File: config.mk
export PLATFORM = sky130hd
export DESIGN_NAME = pipe_reg_skid
export DESIGN_NICKNAME = d
export VERILOG_FILES = /design/src/rtl/pipe_reg_skid_pkg.sv /design/src/rtl/pipe_reg_skid.sv
export SDC_FILE = /design/constraint.sdc
export NUM_CORES = 1
export LEC_CHECK = 0
export ABC_AREA = 1
export CAP_MARGIN = 20
export CORE_ASPECT_RATIO = 0.5
export CORE_MARGIN = 2
export CORE_UTILIZATION = 41
export DETAILED_ROUTE_END_ITERATION = 16
export GPL_TIMING_DRIVEN = 0
export HOLD_SLACK_MARGIN = 0.1
export MAX_ROUTING_LAYER = met4
export PLACE_DENSITY = 0.79
export SKIP_LAST_GASP = 1
export SLEW_MARGIN = 20
export SYNTH_ARGS = -nofsm -noshare
export SYNTH_HDL_FRONTEND = slang
export SYNTH_SLANG_ARGS = --single-unit
File: constraint.sdc
create_clock -name clk -period 1.1 [get_ports clk]
set_input_delay 0.11 -clock clk [delete_from_list [all_inputs] [get_ports clk]]
set_output_delay 0.11 -clock clk [all_outputs]
set_load 0.02 [all_outputs]
File: src/rtl/pipe_reg_skid_pkg.sv
// Shared definitions for the skid-buffered pipeline stage register.
// The state encoding equals the word count presented on the `count` port,
// so pipeline-control logic can compare `count` directly against these names.
package pipe_reg_skid_pkg;

    typedef enum logic [1:0] {
        PRS_EMPTY = 2'd0,   // nothing held
        PRS_FULL  = 2'd1,   // main valid
        PRS_SKID  = 2'd2    // main and skid valid
    } prs_state_e;

    localparam int unsigned PRS_CNT_W = 2;

endpackage

File: src/rtl/pipe_reg_skid.sv
// Pipeline stage register with a one-entry skid buffer. in_ready depends only
// on the registered state, so there is no combinational path from out_ready
// back upstream. Flush discards everything and has priority over handshakes.
module pipe_reg_skid
    import pipe_reg_skid_pkg::*;
#(
    parameter int unsigned      WIDTH     = 32,
    parameter logic [WIDTH-1:0] RESET_VAL = '0
) (
    input  logic                 clk,
    input  logic                 rst_n,
    input  logic                 in_valid,
    input  logic [WIDTH-1:0]     in_data,
    output logic                 in_ready,
    output logic                 out_valid,
    output logic [WIDTH-1:0]     out_data,
    input  logic                 out_ready,
    input  logic                 flush,
    output logic [PRS_CNT_W-1:0] count
);

    prs_state_e       state_q, state_d;
    logic [WIDTH-1:0] main_q;
    logic [WIDTH-1:0] skid_q;

    logic in_fire;
    logic out_fire;
    logic load_main_in;
    logic load_main_skid;
    logic load_skid;

    assign in_fire  = in_valid  & in_ready;
    assign out_fire = out_valid & out_ready;

    // main takes the new word when it is the only slot (EMPTY) or is being
    // drained in the same cycle; in SKID no in_fire is possible.
    assign load_main_in   = in_fire & ((state_q == PRS_EMPTY) | out_fire);
    assign load_main_skid = (state_q == PRS_SKID) & out_fire;
    assign load_skid      = in_fire & (state_q == PRS_FULL) & ~out_fire;

    // State register
    always_ff @(posedge clk or negedge rst_n) begin
        if (!rst_n) state_q <= PRS_EMPTY;
        else        state_q <= state_d;
    end

    // Next-state logic; flush wins over any handshake
    always_comb begin
        state_d = state_q;
        if (flush) begin
            state_d = PRS_EMPTY;
        end else begin
            case (state_q)
                PRS_EMPTY: if (in_fire) state_d = PRS_FULL;
                PRS_FULL: begin
                    if (in_fire && !out_fire)      state_d = PRS_SKID;
                    else if (!in_fire && out_fire) state_d = PRS_EMPTY;
                end
                PRS_SKID:  if (out_fire) state_d = PRS_FULL;
                default:   state_d = PRS_EMPTY;
            endcase
        end
    end

    // Outputs decoded from registered state only
    always_comb begin
        in_ready  = (state_q != PRS_SKID);
        out_valid = (state_q != PRS_EMPTY);
        count     = state_q;
        out_data  = main_q;
    end

    // main register: front of the queue, drives out_data
    always_ff @(posedge clk or negedge rst_n) begin
        if (!rst_n)              main_q <= RESET_VAL;
        else if (flush)          main_q <= RESET_VAL;
        else if (load_main_in)   main_q <= in_data;
        else if (load_main_skid) main_q <= skid_q;
    end

    // skid register: catches the word accepted while main is stalled
    always_ff @(posedge clk or negedge rst_n) begin
        if (!rst_n)         skid_q <= RESET_VAL;
        else if (flush)     skid_q <= RESET_VAL;
        else if (load_skid) skid_q <= in_data;
    end

endmodule

==> reports/metrics.yaml, run 1 <==
sta:
  hold_violations: 0
  relSlewSlack: 0.620
  report.final.slew_viol_count: 0
  worst_pin_slew_ps: 570
  layout_setup_ws_ps: -425
  rsz0062_at_grt: "yes"
  finalCritPeriodShare: 1.39
  clock.fmax_ghz: 0.656
  setup-violations-final: 69
  min_period_ps: 1520
  fin_skew_ps: 8.26
floorplan:
  rows: 22
  die_y_um: 66.0
  start_util: 0.427
  design.core.area_mm2: 0.00738
  die_w_um: 128
  die_area_mm2: 0.00844
  io_pins: 73
routing:
  wirelength_um: 11100
  ant_nets: 0
  dr_wl_met3_um: 976
  wl_met2_um: 5300
  top_layer: "met4"
  via_per_inst: 5.55
  wl_per_cell_um: 17.7
  drt_pass1_iterations: 5
  drc: 0
  drtIter0Drc: 437
  wl_met1_um: 4430
  dr_total_vias: 3486
setup_path:
  reg2reg_to: "out_data[19]"
  ff2ff_path_depth: 10
  critPathLaunchType: "register"
  worstSetupPathType: "register to register"
  crit_path_end_kind: "register"
  crit_fanout: 6
  cp_slowest_cell: "dfrtp_2"
  worst-path-buf-inv: 4
  critical_path_arrival_ps: 1790
  required_ps: 1370
  path_cells: "inv_4, nand2_4, nand2_4, inv_8, nand2_8, a21oi_4, buf_6, buf_6, nand2_2, nand2_2"
  slowest_delay_ps: 430
  reg2reg_slack_ps: -420
  worstReg2RegStart: "count[0]"
  crit_start: "count[0]"
  critPathTopFamily: "buffers and inverters"
final_layout:
  nets: 565
  final_cell_count_no_fill: 628
  multi_input_area_mm2: 0.00164
  diodes: 0
  fin_util: 0.689
  regArea_mm2: 0.00165
  layout_commonest_cell: "nand2_1"
  drive_gt1_frac: 0.361
  layout_common_cells: "nand2_1, nand3_1, dfrtp_1"
  fill_cells: 509
  syn2layout_area_growth_pct: 61.5
clocking:
  clk_pin_slew_ps: 60
  cts_root_buffer: "clkbuf_16"
  clock_sinks: 66
  htree_num_levels: 3
  tritoncts: "yes"
  cts-buffers-inserted: 9
  clockBufferDepth: 2
  clk_latency_ps: 340
global_route:
  grt_start_max_net_pins: 45
  grt_overflow: 0
  grt_pass1_vias: 3483
  antenna_found_initial: 0
  grt_usage: 0.275
  grt_pass1_wl_um: 17400
yosys:
  synthMuxAreaShare: 0
  yosys.area_share.xor_xnor: 0
  synth_area_mm2: 0.00315
  synth_seq_cells: 66
  yosysWarnings: 0
  synth_compound_area_frac: 0.0135
  synth_top_family_by_area: "simple AND/OR/NAND/NOR gates"
  synth_cell_types: 19
  synthSimpleGateAreaFrac: 0.407
  yosys.area_share.adder: 0
  seq_area_frac_synth: 0.524
  syn_area_per_cell_um2: 7.70
  synthesis.nets: 446
  synthCells: 409
hold_path:
  hp-class: "input pin to async pin"
power:
  powerDensity_mw_per_mm2: 1380
  ir_drop_uv: 751
  p_leak_nw: 2.67
placement:
  dpl.hpwl_um: 5670
  gp_congestion: 0.846
  dp.cells: 578
  io_buffers: 72
outcome:
  violations: "negative setup slack"
  status: "finished with violations"
job:
  drv_cap: 0
==> repair_timing <==
item,CTS,global route
endpoints found under the setup margin,102,88
endpoints found under the hold margin,66,0
hold buffers,1,0
cloned,6,1
buffers inserted,18,9
pin swaps,11,8
gates resized for setup,192,46
==> cell usage after synthesis <==
master,number,area (um2)
nand3_1,99,495
nand2_4,1,11.3
nand2_2,3,18.8
clkbuf_1,8,30.0
o31ai_1,1,7.51
a21oi_2,1,8.76
nand4_1,2,12.5
inv_2,1,3.75
dfrtp_1,66,1650
inv_4,1,6.26
buf_2,13,65.1
nor3_1,1,5.00
nor2_1,2,7.51
nand2_1,195,732
buf_1,4,15.0
inv_1,5,18.8
a21oi_4,1,16.3
buf_6,3,33.8
o21ai_0,2,10.0
==> registers in the layout (all words and copies together), names as in the netlist <==
signal and count:
out_data 32, skid_q 32, count 2
==> cell type report <==
type | count | share of cell area
Buffer | 28 | 0.0536
Clock buffer | 13 | 0.0512
Clock inverter | 2 | 0.00246
Inverter | 7 | 0.00713
Multi-Input combinational cell | 308 | 0.323
Sequential cell | 66 | 0.325
Tap cell | 96 | 0.0236
Timing Repair Buffer | 108 | 0.214
==> worst max path at each step <==
stage | end | cells past startpoint
global route | out_data[19] | 10
CTS | out_data[24] | 10
detailed placement | skid_q[20] | 6
floorplan | out_data[0] | 9
global placement | count[1] | 1
finish | out_data[19] | 10
==> logic make-up after synthesis <==
kind of cell	count (synthesis)
flops	66
buf+inv	35
compound gates	5
simple gates	303
==> power by group <==
part           total (W)  leakage, nW  switching [W]  internal [W]
Combinational    0.00160         1.67       0.000897      0.000702
Clock            0.00267        0.132        0.00103       0.00163
Sequential       0.00273        0.875       0.000116       0.00262
==> routing by layer <==
layer | vias up | global-route usage
met4 | 0 | 0.120
met2 | 217 | 0.443
met3 | 54 | 0.0680
li1 | 1560 | -
met1 | 1655 | 0.336
met5 | - | -
==> stage by stage <==
| stage | TNS (ps) | setup WS, ps | power (W) | hold WS [ps] | area (um2) |
|---|---|---|---|---|---|
| global placement | -199270 | -2600 | 0.00396 | 463 | 4180 |
| detailed placement | -46140 | -894 | 0.00398 | 36.6 | 4210 |
| CTS | -15320 | -265 | 0.00685 | 233 | 5020 |
| floorplan | -14150 | -252 | 0.00342 | -186 | 3340 |
| finish | -21860 | -425 | 0.00700 | 227 | 5090 |
| global route | -25190 | -469 | 0.00729 | 276 | 5090 |
(Power assumes the default switching activity.)
==> inputs of run 2 (changes only) <==
--- a/config.mk
+++ b/config.mk
@@ -9,12 +9,12 @@
 export CAP_MARGIN = 20
 export CORE_ASPECT_RATIO = 0.5
 export CORE_MARGIN = 2
-export CORE_UTILIZATION = 41
+export CORE_UTILIZATION = 45
 export DETAILED_ROUTE_END_ITERATION = 16
 export GPL_TIMING_DRIVEN = 0
 export HOLD_SLACK_MARGIN = 0.1
 export MAX_ROUTING_LAYER = met4
-export PLACE_DENSITY = 0.79
+export PLACE_DENSITY = 0.85
 export SKIP_LAST_GASP = 1
 export SLEW_MARGIN = 20
 export SYNTH_ARGS = -nofsm -noshare
==> run 2 against run 1 <==
  * The flow still finishes with violations (negative setup slack)
  * Sequential power up 2%
  * Hold slack worse by 27 ps
  * Cell area up 3.6%
  * Setup slack worse by 61 ps
  * Clock power up 12%
  * Flip-flop and latch count unchanged
  * Fmax down 3.8%
  * Cell count down 0.64%
  * Critical path depth down 5
  * Die area down 8.5%
  * First-iteration DRC count up 36%
  * Total power up 7.1%
  * Critical endpoint is now skid_q[22]
  * Largest cell class is now multi-input combinational cells
  * Highest routed layer unchanged
==> reports/metrics.yaml, run 2 (synthesized netlist as in run 1, its figures left out) <==
sta:
  min_period_ps: 1590  # +61.0 ps
  setup-violations-final: 74  # +7.2%
  timing.setup.tns_ps: -25430  # -3560 ps
  hold_ws_ps: 200  # -27.3 ps
  clock.fmax_ghz: 0.631  # -3.8%
  layout_setup_ws_ps: -486  # -61.0 ps
  rsz0062_at_grt: "yes"
  fin_skew_ps: 10.7  # +2.47 ps
  worst_pin_slew_ps: 793  # +223 ps
  hold_violations: 0  # unchanged
  relSlewSlack: 0.471  # -0.149
  report.final.slew_viol_count: 0  # unchanged
  finalCritPeriodShare: 1.44  # +0.0555
final_layout:
  nets: 565  # unchanged
  drive_gt1_frac: 0.412  # +0.0508
  layout_commonest_cell: "nand2_1"
  diodes: 0  # unchanged
  layout_common_cells: "nand2_1, dfrtp_1, nand3_2"
  syn2layout_area_growth_pct: 67.3
routing:
  drc: 0  # unchanged
  via_per_inst: 6.24  # +12%
  wl_met2_um: 6240  # +18%
  top_layer: "met4"
  wirelength_um: 13900  # +25%
  wl_per_cell_um: 22.2  # +26%
  drtIter0Drc: 595  # +36%
  drt_pass1_iterations: 8  # +3
  dr_wl_met3_um: 1670  # +71%
  ant_nets: 0  # unchanged
  dr_total_vias: 3894  # +12%
  wl_met1_um: 4890  # +10%
power:
  ir_drop_uv: 868  # +16%
  powerDensity_mw_per_mm2: 1420  # +3.4%
  clkPwrFrac: 0.400  # +0.019
  internal-power_w: 0.00526  # +6.1%
  p_leak_nw: 2.77  # +3.6%
  p_sw_w: 0.00224  # +9.6%
  combPwrFrac: 0.228  # about the same
  swShare: 0.299  # +0.00668
  pwr-share-seq: 0.371  # -0.020
clocking:
  clock_sinks: 66  # unchanged
  tritoncts: "yes"
  clk_pin_slew_ps: 60  # about the same
  clockBufferDepth: 2  # unchanged
  clk_latency_ps: 350  # about the same
  cts_root_buffer: "clkbuf_16"
  htree_num_levels: 3  # unchanged
  cts-buffers-inserted: 9  # unchanged
setup_path:
  required_ps: 1370  # about the same
  worstReg2RegStart: "count[0]"
  crit_fanout: 10  # +4
  critical_path_arrival_ps: 1860  # +70 ps
  worstSetupPathType: "input pin to register"
  crit_start: "flush"
  crit_path_end_kind: "register"
  critPathLaunchType: "input pin"
hold_path:
  hp-class: "input pin to async pin"
global_route:
  grt_overflow: 0  # unchanged
  antenna_found_initial: 0  # unchanged
  grt_start_max_net_pins: 48  # +6.7%
  grt_usage: 0.319  # +0.0439
  grt_pass1_vias: 3501  # +0.52%
  grt_pass1_wl_um: 18100  # +4.2%
floorplan:
  io_pins: 73  # unchanged
  die_area_mm2: 0.00772  # -8.5%
  die_w_um: 122  # -4.4%
  start_util: 0.468  # +0.0413
  rows: 21  # -4.5%
  die_y_um: 63.2  # -4.3%
  design.core.area_mm2: 0.00673  # -8.8%
outcome:
  violations: "negative setup slack"
  status: "finished with violations"
placement:
  gp_congestion: 0.841  # -0.60%
  dpl.hpwl_um: 5700  # +0.49%
  io_buffers: 72  # unchanged
job:
  drv_cap: 0  # unchanged
-- run 2: changes by cell type in the layout (fill, tap and decap cells not counted), sizes merged --
cell and delta:
clkdlybuf4s50 +1, clkdlybuf4s15 -6, buf +5, dlygate4sd2 -1
bufinv +1, clkinvlp -1, clkbuf +1
-- run 2: worst paths after layout --
check	end	slack, ps	depth (start not counted)
setup / recovery	skid_q[22]	-490	5
hold / removal	out_data[0]	200	2
setup reg to reg	out_data[4]	-480	10
hold reg to reg	out_data[10]	480	2
max in group asynchronous	count[1]	380	3
min in group clk	skid_q[20]	370	3
-- run 2: cell type report --
cell class	count	area (um2)
Timing Repair Buffer	109	1090
Clock inverter	2	35.0
Buffer	27	265
Inverter	7	36.3
Tap cell	92	115
Sequential cell	66	1650
Multi-Input combinational cell	308	1800
Fill cell	375	1460
Clock buffer	13	270
-- run 2: timing repair --
action,4_1_cts,5_1_grt
pin swaps,12,36
hold endpoints to repair,66,0
gates resized for setup,188,106
gates cloned,7,3
endpoints found under the setup margin,102,93
buffers inserted,17,11
hold buffers,1,0
-- run 2: power by group through the flow --
stage	registers, W	clock network [W]	logic, W
after floorplan	0.00285	0	0.000566
after global placement	0.00276	0	0.00119
after detailed placement	0.00276	0	0.00122
after CTS	0.00273	0.00295	0.00143
after global routing	0.00279	0.00312	0.00179
final	0.00278	0.00300	0.00171
-- run 2: per-stage QoR --
step                total power [W]  std cells   util  setup WS [ps]  area [um2]
detailed placement          0.00399        574  0.624           -856        4200
global placement            0.00395        573  0.621          -2560        4180
CTS                         0.00711        614  0.747           -306        5020
finish                      0.00750        624  0.783           -486        5270
floorplan                   0.00342        409      -           -252        3340
global route                0.00769        624  0.783           -514        5270
-- run 2: critical path, stage by stage --
cell and delay [ps]:
clkdlybuf4s50_1 540, inv_2 150, clkbuf_1 610, nand3_1 260, nand2_1 180
-- run 2: metal layers --
layer  global-route usage  vias up
met5                    -        -
met4                0.139        0
met3               0.0987      134
met2                0.489      404
met1                0.392     1793
li1                     -     1563
==> edit 1: new RTL, config.mk and constraints of run 2 <==
Make the reset (`rst_n`) synchronous in 3 clocked blocks.
--- a/src/rtl/pipe_reg_skid.sv
+++ b/src/rtl/pipe_reg_skid.sv
@@ -41,3 +41,3 @@
     // State register
-    always_ff @(posedge clk or negedge rst_n) begin
+    always_ff @(posedge clk) begin
         if (!rst_n) state_q <= PRS_EMPTY;
@@ -73,3 +73,3 @@
     // main register: front of the queue, drives out_data
-    always_ff @(posedge clk or negedge rst_n) begin
+    always_ff @(posedge clk) begin
         if (!rst_n)              main_q <= RESET_VAL;
@@ -81,3 +81,3 @@
     // skid register: catches the word accepted while main is stalled
-    always_ff @(posedge clk or negedge rst_n) begin
+    always_ff @(posedge clk) begin
         if (!rst_n)         skid_q <= RESET_VAL;
Formal check against the unedited RTL: differs if rst_n is asserted again (counterexample within 4 cycles, from zero or initial values and one cycle with rst_n low); with rst_n held inactive, the same outputs for 10 cycles.
==> edit 1 against run 2 <==
- die area is 1.4% lower
- synthesized area shrank 1.4%
- first-iteration DRC count rose by 29%
- sequential cell count did not move
- critical path depth grew 2
- setup slack improved by 120 ps
- cell area shrank 0.24%
- non-clock buffer count increased by 8
- count of clock-buffer cells in the layout stayed put
- power decreased by 14%
- wire length up 7.4%
- via count is 11% higher
- the flow still finishes with violations (setup timing)
- maximum frequency increased by 8.5%
==> edit 1: results (changes against run 2) <==
### Placement
* 0.843 — final weighted congestion in routability-driven placement, was 0.841
* 70 — number of buffer cells added on primary ports, was 72

### Global routing
* 11 — pin count of the biggest net entering global routing, was 48
* 19.1 mm — first-pass GRT wire length, was 18.1 mm
* 50.3% — met2 Use GR, was 48.9%
* 39.9% — GRT met1 Usage, was 39.2%

### STA
* 656 ps — Worst Max-Slew Pin Slew, was 793 ps
* -362 ps — final setup margin, was -486 ps
* 6.26 ps — Final Skew, was 10.7 ps
* 70 — Setup violations, final, was 74

### Route
* 5.47 mm — DRT met1 WL, was 4.89 mm
* 1.91 mm — met3 wire length, was 1.67 mm
* 22.5 um — wire per inst, was 22.2 um
* 6.35 mm — met2 WL post-DR, was 6.24 mm
* 9 — length of the first detailed-routing pass in iterations, was 8

### Logic synthesis
* 42.6% — sequential cell area fraction in the yosys report, was 52.4%
* 487 — number of nets produced by synthesis, was 446
* 0% — async set-reset flop share out of synthesis, was 100%
* 69 x nand2_1, 66 x dfxtp_1, 65 x nor2_1, 64 x nand4_1, 37 x inv_1 — most instantiated cells after synthesis, was 195 x nand2_1, 99 x nand3_1, 66 x dfrtp_1, 13 x buf_2, 8 x clkbuf_1
* 15 — Synth cell types, was 19
* dfxtp_1 43%, nand4_1 13%, nand2_1 8.3% — Synth area leaders, was dfrtp_1 52%, nand2_1 23%, nand3_1 16%

### Critical path
* 350 ps — maximum single-stage delay on the critical path, was 610 ps
* flop — Critical Path Source Type, was primary input
* skid_q[2] — Critical R2R Capture, was out_data[4]
* 7 — number of cells traversed by the worst register-to-register path, was 10
* 1740 ps — Critical Path AT, was 1860 ps
* 8 — CP max FO, was 10
* dfxtp_4 — critical-path cell with the highest stage delay, was clkbuf_1

### Finish
* 305 — multi-input combinational cell count, was 308
* 395 — filler instances, was 375
* 26.0% — final-layout non-clock buffer area share, was 25.7%
* 144 — number of ordinary and repair buffers in the finished layout, was 136
* 40 — Inverters, non-clock, was 7
* 603 — Nets, was 565
* 41.4% — share of cells above drive strength 1, was 41.2%
* 0.00199 mm^2 — multi-input logic area, was 0.00180 mm^2

### Outcome
* setup timing — failing checks, unchanged
* finished with violations — status, unchanged

### Floorplan
* 0.00762 mm^2 — Die Outline Area, was 0.00772 mm^2

### Power
* 0.871 mV — maximum ir drop on the vdd rail, was 0.868 mV
* 2.50 mW — Seq group, was 2.78 mW
* 43.7% — portion of total power attributed to the clock network, was 40.0%
* 1.81 mW — reported net switching power, was 2.24 mW
* 2.19 nW — leakage power figure, was 2.77 nW

## edit 1: stage by stage
step	utilization (%)	area, um^2	hold WS, ps	std cells	setup TNS (ps)
6_report	78.8	5260	389	662	-19500
5_1_grt	78.8	5260	363	662	-20760
4_1_cts	71.8	4790	271	649	-8260
3_5_place_dp	61.3	4090	470	612	-36460
3_3_place_gp	61.3	4090	461	612	-34570
2_1_floorplan	-	3280	273	450	-1530
## edit 1: cell families after synthesis
logic type             synth area share, %
buffers and inverters                 10.7
flip-flops                            42.6
AND/OR/NAND/NOR                       36.0
AO/OA/AOI/OAI                         10.8
## edit 1: repair_timing
item	CTS	global route
pin swaps	10	49
hold buffers	0	0
cloned	12	5
setup endpoints to repair	100	91
setup buffers	10	10
resized for setup	175	162
## edit 1: worst reg2reg max path, cell delays in order, from the launching register on
cell	delay (ps)
dfxtp_4	350
buf_8	140
inv_6	80
nand4_4	240
inv_8	230
clkbuf_16	200
nor2_2	40
nor2_1	110
==> edit 2: new RTL, flow settings as in run 2 <==
Made on the original files. Set the parameter `WIDTH` to 48 (it was 32).
--- a/src/rtl/pipe_reg_skid.sv
+++ b/src/rtl/pipe_reg_skid.sv
@@ -6,3 +6,3 @@
 #(
-    parameter int unsigned      WIDTH     = 32,
+    parameter int unsigned      WIDTH     = 48,
     parameter logic [WIDTH-1:0] RESET_VAL = '0
Ports: changed (resized in_data and out_data); port bits go from 73 to 105. The function was not compared with the original's and may differ.
==> edit 2 against run 2 <==
- the flow still finishes with violations (setup timing)
- cell area up 41%
- final cell count up 46%
- wire length up 44%
- synthesized area up 47%
- synthesized cell count up 47%
- register-to-register slack worse by 30 ps
- sequential cell count up 32
- setup slack worse by 29 ps
- combinational power up 47%
- power up 33%
- clock skew down 1.0 ps
- largest power group is now sequential cells
==> edit 2: results (changes against run 2) <==
### Logic synthesis
* dfrtp_1 53%, nand2_1 24%, nand3_1 16% — Synth area leaders, was dfrtp_1 52%, nand2_1 23%, nand3_1 16%
* 655 — number of nets produced by synthesis, was 446
* 53.1% — sequential cell area fraction in the yosys report, was 52.4%
* 18 — Synth cell types, was 19

### Global routing
* 37.1% — GRT met1 Usage, was 39.2%
* 8.92% — met3 usage in global routing, was 9.87%
* 32.2% — All-Layer GR Usage, was 31.9%
* 51.8% — met2 Use GR, was 48.9%

### Power
* 3.13 mW — reported net switching power, was 2.24 mW
* 33.7% — portion of total power attributed to the clock network, was 40.0%
* 6.82 mW — Internal Pwr Total, was 5.26 mW
* 0.914 mV — maximum ir drop on the vdd rail, was 0.868 mV
* 4.00 nW — leakage power figure, was 2.77 nW

### Route
* 9.28 mm — met2 WL post-DR, was 6.24 mm
* 5667 — detailed-route via count, was 3894
* 7.21 mm — DRT met1 WL, was 4.89 mm
* 6 — length of the first detailed-routing pass in iterations, was 8
* 20.0 mm — Routed WL, was 13.9 mm

### Worst hold path
* primary input to flop — path type of the worst min-delay path, was primary input to asynchronous set/reset pin

### Finish
* 39.0% — share of cells above drive strength 1, was 41.2%

### Outcome
* finished with violations — status, unchanged
* setup timing — failing checks, unchanged

### Placement
* 8.53 mm — HPWL after detailed placement, was 5.70 mm

### Critical path
* 6 — CP max FO, was 10

### STA
* 102 — Setup violations, final, was 74
* 63.4% — headroom to the max-slew limit, was 47.1%
* -515 ps — final setup margin, was -486 ps

## edit 2: stage by stage
stage | cell area (um^2) | worst slack, ps | instances | setup TNS, ps | utilization [%]
after global routing | 7430 | -590 | 912 | -44840 | 73.7
after CTS | 7280 | -345 | 901 | -29580 | 72.2
after detailed placement | 6240 | -1030 | 847 | -62910 | 61.9
final | 7430 | -515 | 912 | -41870 | 73.7
after global placement | 6210 | -4080 | 846 | -424560 | 61.6
after floorplan | 4990 | -301 | 602 | -23380 | -
## edit 2: layout make-up
cell class	count	area (um^2)	area share (%)
buffer	42	453	6.10
clock inverter	5	52.6	0.707
clock buffer	11	253	3.40
timing repair buffer	157	1490	20.0
sequential	98	2450	33.0
multi-input combinational	452	2520	33.9
inverter	7	38.8	0.522
tap	140	175	2.36
## edit 2: critical path: stages (launching register included)
cell and delay (ps):
dfrtp_2 450, inv_4 70, nand2_4 80, nand2_4 80, inv_8 100, nand2_8 70
a21oi_4 210, buf_8 190, buf_8 150, nand2_2 70, nand2_1 80
## edit 2: path summary, 6_finish.rpt
path,start,end,slack [ps],depth (start not counted)
worst max-delay path,count[0],out_data[1],-510,10
worst min-delay path,flush,count[1],180,2
worst max register to register,count[0],out_data[1],-510,10
worst min register to register,out_data[14],out_data[14],470,2
max in group asynchronous,rst_n,skid_q[14],170,3
min in group asynchronous,rst_n,skid_q[47],320,2
## edit 2: timing repair
item / CTS / global route
pin swaps: 43 / 38
hold buffers: 1 / 0
cloned: 10 / 2
hold endpoints to repair: 53 / 0
endpoints found under the setup margin: 150 / 136
buffers inserted: 30 / 9
resized for setup: 279 / 121
## edit 2: cell families (layout without fill, tap and decap cells)
logic type      after synthesis  in the layout  share of synthesized area (%)
compound gates                5              5                          0.921
flops                        98             98                           53.1
simple gates                447            447                           40.6
buf+inv                      52            222                           5.39
